--- src/rtl/dsp_real_from_sint.sv ---
// Sequential signed-integer to IEEE-754 double converter with ready/valid handshakes.
// Each word is normalised by a binary-search shifter over NSTAGES cycles, then rounded to nearest even.
module dsp_real_from_sint #(
    parameter int IN_WIDTH = 64
) (
    input  logic                clock,
    input  logic                reset,
    input  logic                io_in_valid,
    output logic                io_in_ready,
    input  logic [IN_WIDTH-1:0] io_in_bits,
    output logic                io_out_valid,
    input  logic                io_out_ready,
    output logic [63:0]         io_out_node
);

    localparam int W       = IN_WIDTH;
    localparam int NSTAGES = $clog2(IN_WIDTH);

    localparam logic [1:0] IDLE  = 2'd0;
    localparam logic [1:0] NORM  = 2'd1;
    localparam logic [1:0] ROUND = 2'd2;
    localparam logic [1:0] DONE  = 2'd3;

    logic [1:0]         state;
    logic               sign;
    logic               zero;
    logic [W-1:0]       mag;
    logic [NSTAGES-1:0] shift;
    logic [NSTAGES-1:0] stage;

    logic [NSTAGES-1:0] step;
    logic [W-1:0]       top_mask;
    logic               top_clear;

    logic [W+52:0]      ext;
    logic [51:0]        frac;
    logic               g;
    logic               st;
    logic               rnd;
    logic [52:0]        sum;
    logic [10:0]        exp_base;
    logic [10:0]        exp_final;

    always_comb begin
        step      = NSTAGES'(1) << stage;
        top_mask  = ~({W{1'b1}} >> step);
        top_clear = (mag & top_mask) == '0;
    end

    // ext places mag bit j at index j+54, so missing low bits read as zero padding for narrow inputs.
    always_comb begin
        ext       = {mag[W-2:0], 54'b0};
        frac      = ext[W+52 -: 52];
        g         = ext[W];
        st        = |ext[W-1:0];
        rnd       = g & (st | frac[0]);
        sum       = {1'b0, frac} + 53'(rnd);
        exp_base  = 11'(1023 + W - 1) - 11'(shift);
        exp_final = sum[52] ? exp_base + 11'd1 : exp_base;
    end

    always_ff @(posedge clock) begin
        if (reset) begin
            state       <= IDLE;
            sign        <= 1'b0;
            zero        <= 1'b0;
            mag         <= '0;
            shift       <= '0;
            stage       <= '0;
            io_out_node <= 64'h0;
        end else begin
            case (state)
                IDLE: begin
                    if (io_in_valid) begin
                        sign  <= io_in_bits[W-1];
                        mag   <= io_in_bits[W-1] ? -io_in_bits : io_in_bits;
                        zero  <= (io_in_bits == '0);
                        shift <= '0;
                        stage <= NSTAGES'(NSTAGES - 1);
                        state <= NORM;
                    end
                end
                NORM: begin
                    if (top_clear) begin
                        mag   <= mag << step;
                        shift <= shift + step;
                    end
                    if (stage == '0) begin
                        state <= ROUND;
                    end else begin
                        stage <= stage - NSTAGES'(1);
                    end
                end
                ROUND: begin
                    io_out_node <= zero ? 64'h0 : {sign, exp_final, sum[51:0]};
                    state       <= DONE;
                end
                DONE: begin
                    if (io_out_ready) begin
                        state <= IDLE;
                    end
                end
                default: state <= IDLE;
            endcase
        end
    end

    assign io_in_ready  = (state == IDLE);
    assign io_out_valid = (state == DONE);

endmodule
--- config.mk ---
export PLATFORM = sky130hd
export DESIGN_NAME = dsp_real_from_sint
export DESIGN_NICKNAME = d
export VERILOG_FILES = /design/src/rtl/dsp_real_from_sint.sv
export SDC_FILE = /design/constraint.sdc
export NUM_CORES = 1
export LEC_CHECK = 0
export CAP_MARGIN = 20
export CORE_ASPECT_RATIO = 0.8
export CORE_UTILIZATION = 50
export DETAILED_ROUTE_END_ITERATION = 12
export PLACE_DENSITY = 0.72
export SLEW_MARGIN = 15
export SYNTH_ARGS = -nofsm -noshare
export SYNTH_HDL_FRONTEND = slang
export SYNTH_SLANG_ARGS = --single-unit
export TNS_END_PERCENT = 50
--- constraint.sdc ---
create_clock -name clock -period 4.2 [get_ports clock]
set_input_delay 0.42 -clock clock [delete_from_list [all_inputs] [get_ports clock]]
set_output_delay 0.42 -clock clock [all_outputs]
set_load 0.005 [all_outputs]
==> flow_summary.yaml <==
floorplan:
  die_x_um: 177
  rows: 50
  fp.dieArea_mm2: 0.0252
  start_util_pct: 51.7
  die_height_um: 142
  io_pins: 134
  core_area_mm2: 0.0238
routing:
  vias_per_cell: 6.99
  finalWirelength_mm: 54.6
  vias: 14600
  drc: 0
  ant_nets: 0
  drt-initial-drc-count: 2399
  wl_per_cell_um: 26.1
  drtPass1Iterations: 7
timing:
  fin_skew_ns: 0.0144
  rsz0062_at_grt: "false"
  setup_viol: 0
  max_slew_margin_pct: 31.2
  slew_violations: 0
  fmax_ghz: 0.283
  setup_tns_ns: 0
  worst_pin_slew_ns: 1.02
  min_period_over_period_pct: 84.2
  finalHoldViolCount: 0
  layout_min_cycle_time_ns: 3.53
worst_setup_path:
  rr_startpoint: "mag[21]"
  cp_slowest_stage_delay_ns: 0.71
  crit_family: "simple AND/OR/NAND/NOR gates"
  reg2reg_depth: 6
  crit_type: "register to register"
  cp_max_fo: 8
  worst-path-buf-inv: 0
  cp.arrival_ns: 3.85
  timing.rr.end: "io_out_node[56]"
  cpMostUsedCell: "or4_1"
  crit_required_ns: 4.51
  path_cells: "and4_1 > nand4_1 > or4_1 > or4_1 > xnor2_1 > o21ai_0"
  reg2reg_slack_ns: 0.67
  startpoint_type: "register"
  startpoint: "mag[21]"
  worstSetupEndpointType: "register"
  critical-path-slowest-cell: "or4_1"
pwr:
  p_comb_share_pct: 67.7
  p_per_area_mw_per_mm2: 849
  leakage_nw: 4.96
  p_int_mw: 5.40
  max-vdd-ir-drop_uv: 400
  p_switching_mw: 6.97
  p_seq_share_pct: 19.3
  pwr-share-clk_pct: 13.0
  p_sw_share_pct: 56.3
synthesis:
  avgSynthCellArea_um2: 7.12
  netlist_instances: 1725
  yosysWarnings: 0
  yosys_register_bits: 144
  synth_nets: 1807
  syn_area_mm2: 0.0123
  ys_async_sr_fraction_pct: 0
  synth-edff-count: 0
  ys_seq_area_share_pct: 23.5
  synth_cell_types: 81
  synth_ff_type: "dfxtp_1"
global_route:
  grt_overflow_total: 0
  track_usage_pct: 42.9
  use_met1_pct: 60.8
  use_met3_pct: 18.2
  grt_pass1_vias: 13100
  grt_pass1_wl_mm: 81.1
  grt_util_met2_pct: 56.4
  busiest_layer: "met1"
  antenna_found_initial: 1
  grt_max_degree: 66
worst_hold_path:
  min_from: "io_out_node[62]"
  hold_path_end: "io_out_node[62]"
  hp-class: "register to register"
  holdPathStages: 2
cts:
  cts_root_buf: "clkbuf_16"
  clkSinkCount: 144
  htreeDepth: 4
  ctsHoldBuffers: 0
  clk_latency_ns: 0.45
  post_cts_buffers: 0
  cts_buffers: 17
  clkTransAtPathRegs_ns: 0.06
  cts_tree: "built"
  cts-resized-gates: 0
  cts.path.max_buffers: 2
finish:
  multi_input_area_mm2: 0.00858
  antennaDiodeCount: 0
  nets: 1855
  area_growth_pct: 18.5
  final_cell_count_no_fill: 2096
  fill_cells: 2239
  seq_area_mm2: 0.00289
  layout-drive-gt1-share_pct: 9.25
placement:
  io_buffers: 133
  place.gp.congestion: 1.05
  dp_cells: 2065
  dp.final_hpwl_mm: 40.5
status:
  outcome: "complete, no violations"
job:
  maxCapViolations: 0
==> final cells by class <==
class                      instances  share of cell area, %
multi-input combinational       1361                   58.9
timing repair buffer             216                   13.6
sequential                       144                   19.8
inverter                          33                  0.850
clock inverter                    12                   1.08
clock buffer                      18                   3.01
tap                              312                   2.68
==> logic make-up (layout without fill, tap and decap cells) <==
group,Yosys count,after routing,synth area share (%)
mux,76,76,6.45
fa+ha+maj,14,14,1.49
simple gates,597,597,23.6
buf+inv,220,279,6.92
compound gates,552,552,29.4
xor+xnor,122,122,8.69
flops,144,144,23.5
==> flip-flops by register name (all words and copies together), names as in the netlist <==
| name | cells |
|---|---|
| io_out_node | 64 |
| stage | 6 |
| mag | 64 |
| state | 2 |
| shift | 6 |
| zero | 1 |
| sign | 1 |
==> Yosys cell counts (14+ instances only) <==
cell / number / area share, %
a211oi_1: 28 / 1.7
a21oi_1: 113 / 4.6
a221oi_1: 14 / 1.0
a22oi_1: 29 / 1.8
a31oi_1: 28 / 1.4
buf_2: 17 / 0.69
clkbuf_1: 156 / 4.8
dfxtp_1: 144 / 23
inv_1: 31 / 0.95
mux2_2: 15 / 1.4
mux2i_1: 59 / 4.8
nand2_1: 175 / 5.3
nand3_1: 54 / 2.2
nand4_1: 24 / 1.2
nor2_1: 143 / 4.4
nor3_1: 66 / 2.7
nor4_1: 28 / 1.4
o211ai_1: 29 / 1.8
o21ai_0: 146 / 5.9
o22ai_1: 15 / 0.76
o31ai_1: 22 / 1.3
o41ai_1: 14 / 1.0
or3_1: 16 / 0.81
or4_1: 14 / 0.86
xnor2_1: 75 / 5.3
xor2_1: 47 / 3.3
==> tightest hold or removal path, delay by kind of cell, from the launching register on <==
| family | cells | cell delay, ns |
|---|---|---|
| simple gates | 2 | 0.10 |
| flops | 1 | 0.31 |
==> cell usage in the layout, fill, tap and decap left out, types with 24 or more instances in the layout <==
cell and n:
a22oi_1 29, mux2i_1 59, xor2_1 47, nand4_1 24, clkdlybuf4s50_1 131, nand3_1 54
nand2_1 175, xnor2_1 75, o211ai_1 29, inv_1 31, a21oi_1 113, o21ai_0 146
dfxtp_1 142, a31oi_1 27, nor4_1 27, buf_4 79, a211oi_1 28, nor2_1 142
nor3_1 66
==> how the worst max path moves through the flow <==
stage,end,slack [ns],cells after the start
2_1_floorplan,shift[5],0.76,15
3_3_place_gp,mag[49],0.53,8
3_5_place_dp,mag[63],0.50,7
4_1_cts,io_out_node[56],0.84,7
5_1_grt,io_out_node[56],0.62,6
6_report,io_out_node[56],0.67,6
==> power groups by stage <==
stage | Clock, mW | Combinational, mW | Sequential (mW)
finish | 1.61 | 8.38 | 2.38
global route | 1.66 | 8.69 | 2.40
CTS | 1.61 | 7.87 | 2.32
detailed placement | 0 | 7.84 | 2.35
global placement | 0 | 7.85 | 2.34
floorplan | 0 | 5.10 | 1.89
==> per-layer routing <==
layer  part of all wire, %  up-vias
li1                      -     6444
met5                 0.084        -
met4                   3.7        2
met3                    17      180
met2                    38     1201
met1                    42     6821
==> stage by stage <==
stage | power [mW] | util [%] | hold slack [ns] | cell area [um^2] | setup slack [ns]
6_report | 12.4 | 61.3 | 0.449 | 14600 | 0.666
3_3_place_gp | 10.2 | 58.7 | 0.427 | 14000 | 0.528
2_1_floorplan | 6.99 | - | 0.435 | 12300 | 0.761
4_1_cts | 11.8 | 61.2 | 0.445 | 14600 | 0.840
3_5_place_dp | 10.2 | 58.7 | 0.434 | 14000 | 0.495
5_1_grt | 12.8 | 61.3 | 0.475 | 14600 | 0.623
Note: power is estimated with default switching activity, not from simulation.
